$ cat src/rtl/mem_arbiter.sv
// mem_arbiter: round-robin share of one block memory between icache and dcache.
// Ports: i_* icache side, d_* dcache side, mem_* memory side; clk, reset (async, high).
module mem_arbiter #(
  parameter int ADDR_W = 6,
  parameter int DATA_W = 32
) (
  input  logic              clk,
  input  logic              reset,
  input  logic              i_read,
  input  logic [ADDR_W-1:0] i_address,
  output logic [DATA_W-1:0] i_readdata,
  output logic              i_busywait,
  input  logic              d_read,
  input  logic              d_write,
  input  logic [ADDR_W-1:0] d_address,
  input  logic [DATA_W-1:0] d_writedata,
  output logic [DATA_W-1:0] d_readdata,
  output logic              d_busywait,
  output logic              mem_read,
  output logic              mem_write,
  output logic [ADDR_W-1:0] mem_address,
  output logic [DATA_W-1:0] mem_writedata,
  input  logic [DATA_W-1:0] mem_readdata,
  input  logic              mem_busywait
);

  typedef enum logic [1:0] {
    IDLE,
    GRANT_I,
    GRANT_D
  } state_e;

  state_e state, state_nxt;
  logic started, started_nxt;
  logic last_d, last_d_nxt;
  logic req_i, req_d, done;
  logic [DATA_W-1:0] i_rdata_q, d_rdata_q;

  assign req_i = i_read;
  assign req_d = d_read | d_write;
  assign done  = (state != IDLE) & started & ~mem_busywait;

  always_ff @(posedge clk or posedge reset) begin
    if (reset) begin
      state     <= IDLE;
      started   <= 1'b0;
      last_d    <= 1'b0;
      i_rdata_q <= '0;
      d_rdata_q <= '0;
    end else begin
      state   <= state_nxt;
      started <= started_nxt;
      last_d  <= last_d_nxt;
      if (state == GRANT_I && done)
        i_rdata_q <= mem_readdata;
      if (state == GRANT_D && done)
        d_rdata_q <= mem_readdata;
    end
  end

  always_comb begin
    state_nxt  = state;
    last_d_nxt = last_d;
    unique case (state)
      IDLE: begin
        if (req_i && req_d)
          state_nxt = last_d ? GRANT_I : GRANT_D;
        else if (req_i)
          state_nxt = GRANT_I;
        else if (req_d)
          state_nxt = GRANT_D;
      end
      GRANT_I: begin
        if (done) begin
          state_nxt  = IDLE;
          last_d_nxt = 1'b0;
        end else if (!req_i && !started) begin
          // withdrawn before memory accepted: no completion
          state_nxt = IDLE;
        end
      end
      GRANT_D: begin
        if (done) begin
          state_nxt  = IDLE;
          last_d_nxt = 1'b1;
        end else if (!req_d && !started) begin
          state_nxt = IDLE;
        end
      end
      default: state_nxt = IDLE;
    endcase
  end

  always_comb begin
    started_nxt = started;
    if (state_nxt == IDLE)
      started_nxt = 1'b0;
    else if (state != IDLE && mem_busywait)
      started_nxt = 1'b1;
  end

  always_comb begin
    mem_read      = 1'b0;
    mem_write     = 1'b0;
    mem_address   = '0;
    mem_writedata = '0;
    unique case (state)
      GRANT_I: begin
        mem_read    = i_read;
        mem_address = i_address;
      end
      GRANT_D: begin
        // read+write together is treated as a write
        mem_write     = d_write;
        mem_read      = d_read & ~d_write;
        mem_address   = d_address;
        mem_writedata = d_writedata;
      end
      default: ;
    endcase
  end

  assign i_busywait = req_i & ~(state == GRANT_I & done);
  assign d_busywait = req_d & ~(state == GRANT_D & done);

  assign i_readdata = (state == GRANT_I) ? mem_readdata : i_rdata_q;
  assign d_readdata = (state == GRANT_D) ? mem_readdata : d_rdata_q;

endmodule
$ cat config.mk
export PLATFORM = sky130hd
export DESIGN_NAME = mem_arbiter
export DESIGN_NICKNAME = d
export VERILOG_FILES = /design/src/rtl/mem_arbiter.sv
export SDC_FILE = /design/constraint.sdc
export NUM_CORES = 1
export LEC_CHECK = 0
export ABC_CLOCK_PERIOD_IN_PS = 2950
export CAP_MARGIN = 15
export CORE_MARGIN = 3
export CORE_UTILIZATION = 41
export CTS_CLUSTER_DIAMETER = 30
export CTS_CLUSTER_SIZE = 30
export DETAILED_ROUTE_END_ITERATION = 8
export PLACE_DENSITY = 0.79
export SYNTH_ARGS = -nofsm -noshare
export SYNTH_HDL_FRONTEND = slang
export SYNTH_SLANG_ARGS = --single-unit
$ cat constraint.sdc
create_clock -name clk -period 2.95 [get_ports clk]
set_input_delay 0.59 -clock clk [delete_from_list [all_inputs] [get_ports clk]]
set_output_delay 0.59 -clock clk [all_outputs]
set_load 0.01 [all_outputs]
Yosys cells after proc, flatten, opt, wreduce, memory -nomap -nowiden
Index checks and enable logic that the tools add are counted.
{ "totals": {"mem_bits_rw": 0, "mem_bits_ro": 0, "wordCells": 56, "in_bits": 82, "regBits": 68, "output_inout_bits": 106, "mem_count": 0, "latchBits": 0} }
{ "classes": {"n_addsub": 0, "div": 0, "bitwise": 12, "mux": 20, "n_eq_ne": 4, "n_shift": 0, "magnitude_cmp": 0, "reduce_logical": 15, "n_mul": 0} }
{ "ops": {"columns": ["operator", "count"], "rows": [
  ["32-bit 2-to-1 mux", 3],
  ["2-bit 2-to-1 mux", 8],
  ["6-bit case mux with 2 select lines", 1],
  ["1-bit AND", 7],
  ["1-bit logical AND", 6],
  ["2-bit case mux with 3 select lines", 1],
  ["2-bit nonzero test", 3],
  ["1-bit 2-to-1 mux", 5],
  ["2-bit zero test", 2],
  ["2-bit inequality test, second input constant", 2],
  ["1-bit NOT", 4],
  ["1-bit case mux with 2 select lines", 2],
  ["1-bit zero test", 3],
  ["3-bit AND reduction", 1],
  ["2-bit by 1-bit equality test with 1-bit output, second input constant", 1],
  ["2-bit equality test, second input constant", 1],
  ["1-bit bitwise OR", 1]
]} }

Depth between registers and ports, before layout
{ "depth": {"ltp_word": 8, "mapped_depth": 7, "depth_no_buf": 6} }

Least setup slack after synthesis
No wires, ideal clock.
{ "synth_timing": {"path_kind": "register to output", "startpoint": "register state[0]", "endpoint": "output d_readdata[0]", "path_stages_with_launch": 6, "path_slack_ns": 0.713, "n_path_buf": 2, "t_arrival_ns": 1.647, "cell_sequence": "dfrtp_1 > inv_1 > ha_1 > clkbuf_1 > buf_1 > mux2_2"} }
{ "synth_between": {"elab_chain_len": 2} }
{ "synth_rtl": {"columns": ["element", "line", "source"], "rows": [
  ["from (decl)", "33", "state_e state, state_nxt;"],
  ["from (signal assigned)", "51", "state <= state_nxt;"],
  ["2-bit equality test", "127", "assign d_readdata = (state == GRANT_D) ? mem_readdata : d_rdata_q;"],
  ["32-bit 2-to-1 mux", "127", null],
  ["to (decl)", "17", "output logic [DATA_W-1:0] d_readdata,"]
]} }
No other way between the ends.

Final worst setup path
{ "layout_timing": {"startpoint": "register state[0]", "endpoint": "output d_readdata[19]"} }
Same word-level chain as after synthesis.

==> results.yml <==
run_status:
  status: "completed"
synthesis:
  ys_top_cells_by_count: "127 x mux2_2, 68 x dfrtp_1, 33 x and2_1"
  syn_avg_cell_area_um2: 12.9
  synth_xor_area_share_pct: 0
  yosys.cell_count.top_type: "mux2_2"
  yosysUniqueCellTypes: 28
  synth-adder-area-share_pct: 1.31
  synth_area_leaders: "dfrtp_1 44%, mux2_2 37%, and2_1 5.4%"
  ys_async_sr_fraction_pct: 100
  synth_mux_area_share_pct: 37.9
  ys_seq_elements: 68
  syn_inst: 298
  seq_area_frac_synth_pct: 44.4
  synth_nets: 384
  synth_top_family_by_area: "multiplexers"
  netlist_area_um2: 3830
  synth_ff_type: "dfrtp_1"
  yosys.area.top_type: "dfrtp_1"
  synth_edf_count: 0
  yosysTopAreaCellShare_pct: 44.4
  synth-simple-area-share_pct: 9.20
  synth_compound_area_share_pct: 3.59
  ys_warn_count: 0
floorplanning:
  io-pin-count: 188
  initial_core_util_pct: 43.1
  dieArea_um2: 10500
  die_w_um: 103
  core_area_um2: 8890
  row_count: 34
  dieHeight_um: 103
power_and_ir_drop:
  p_leak_nw: 2.63
  power_density_nw_per_um2: 930
  peakVddDrop_v: 0.000499
clock_tree:
  post_cts_buffers: 0
  cts_buffers: 9
  clkLatencyLatePin_ps: 340
  htree_levels: 3
  cts_buffer_depth: 2
  cts_hold_buf: 0
  clk_pin_slew_ps: 80
  cts.sinks: 68
  cts-root-buf: "clkbuf_8"
  cts_tree: "built"
detailed_routing:
  drc_errors: 0
  drtIter0Drc: 70
  avgRoutedWirePerCell_um: 17.6
  first_pass_iters: 5
  via_per_inst: 5.10
  routed_wl_mm: 10.5
  vias: 3043
  ant_nets: 0
layout:
  drive_above_1_share_pct: 31.9
  num-nets-final: 570
  utilization_pct: 68.3
  diodes: 0
  syn_to_final_growth_pct: 58.4
  finish.instance_area_um2: 6070
  num-fill-cells: 660
sta:
  worstMarginPinSlew_ps: 483
  hold_viol: 0
  maxSlewHeadroom_pct: 67.8
  fin_crit_ps: 2830
  finalClockSkew_ps: 8.37
  setup_viol: 0
  drv_slew: 0
  fmaxAchievable_mhz: 353
  tns_ps: 0
  finalCritPeriodShare_pct: 95.9
  rsz0062_at_grt: "true"
  hold_ws_ps: 501
setup_path:
  timing.critical_path.cells: "inv_1 > ha_2 > buf_6 > mux2_2 > clkdlybuf4s50_1"
  critPathTopFamily: "buffers and inverters"
  worst_setup_path_end_kind: "output port"
  crit_type: "reg -> out"
  worstSetupStartpointType: "flip-flop"
  cpMaxStageDelayCell: "clkdlybuf4s50_1"
  worst_ep_arrival_time_ps: 2240
  cp.required_ps: 2360
  cpPeakStageDelay_ps: 500
  cp_max_fo: 20
  crit_buf_inv: 3
global_routing:
  grt_pass1_wl_mm: 16.3
  grtUsageTotal_pct: 20.0
  grt_max_degree: 69
  grt_pass1_vias: 3265
  antenna_found_initial: 0
  overflow: 0
placement:
  postPlaceCellArea_um2: 5820
  io_buffers: 187
  gp_congestion: 0.773
  post-dp-hpwl_mm: 7.66
flow_run:
  maxCapViolCount: 0
worst_hold_path:
  worstHoldPathType: "reg -> reg"
[flip-flops by register name, indices dropped and copies added (netlist names)]
signal / cells
d_rdata_q: 32
last_d: 1
i_rdata_q: 32
state: 2
started: 1
[per-stage QoR]
step	worst slack [ps]	total power (W)	std cells
2_1_floorplan	648	0.00313	298
3_5_place_dp	296	0.00476	581
3_3_place_gp	306	0.00470	581
5_1_grt	14.6	0.00601	597
4_1_cts	7.85	0.00573	597
6_report	120	0.00565	597
[metal layers]
metal	wire length, um	share of wire, %	track usage [%]
met5	0	0	0
met2	5250	50	35.5
met3	1010	9.6	6.63
met1	4020	38	22.0
met4	242	2.3	8.27
[layout make-up]
class / count / area (um^2) / share of cell area, %
sequential: 68 / 1700 / 28.0
tap: 108 / 135 / 2.23
inverter: 5 / 18.8 / 0.309
clock inverter: 6 / 111 / 1.83
timing repair buffer: 194 / 1970 / 32.4
multi-input combinational: 206 / 2000 / 32.9
clock buffer: 10 / 138 / 2.27
[worst paths after layout]
kind                              startpoint  slack, ps             end  cells past startpoint
min in group asynchronous              reset        650   i_rdata_q[18]                      3
max in group asynchronous              reset       2000   d_rdata_q[31]                      3
worst max register to register      state[0]        730   d_rdata_q[13]                      6
worst max-delay path                state[0]        120  d_readdata[19]                      5
worst min register to register  d_rdata_q[2]        500    d_rdata_q[2]                      1
worst min-delay path            d_rdata_q[2]        500    d_rdata_q[2]                      1
[power breakdown]
part / internal (W) / switching [W]
Combinational: 0.00200 / 0.00121
Clock: 0.000584 / 0.000353
Sequential: 0.00130 / 0.000190
[kinds of logic after synthesis]
kind of cell	count (synthesis)
multiplexers	129
flip-flops	68
buffers and inverters	24
AO/OA/AOI/OAI	19
AND/OR/NAND/NOR	54
adder cells (fa/ha/maj)	4
[worst register-to-register path: stages, from the launching register on]
cell and delay, ps:
dfrtp_1 450, inv_1 120, ha_2 220, buf_12 230, nor3b_4 230, buf_4 450, mux2_2 410
[cell usage in the layout (no fill, tap or decap), types with 2 or more instances in the layout]
master,Yosys,routed
a22oi_1,6,6
a32o_1,2,2
and2_1,33,33
buf_12,0,3
buf_4,0,3
bufinv_16,0,3
clkbuf_8,0,10
clkdlybuf4s50_1,0,186
dfrtp_1,68,68
ha_1,4,2
ha_2,0,2
inv_1,5,4
mux2_1,2,2
mux2_2,127,127
nand2_1,2,2
nand3_1,3,3
nor2_1,4,4
nor2b_1,8,8
nor3b_4,2,2
o21ai_0,3,3
[timing repair]
action | 4_1_cts | 5_1_grt
hold endpoints to repair | 0 | 0
endpoints found under the setup margin | 0 | 20
gates resized for setup | 0 | 2
Power figures use the tool's default switching activity.
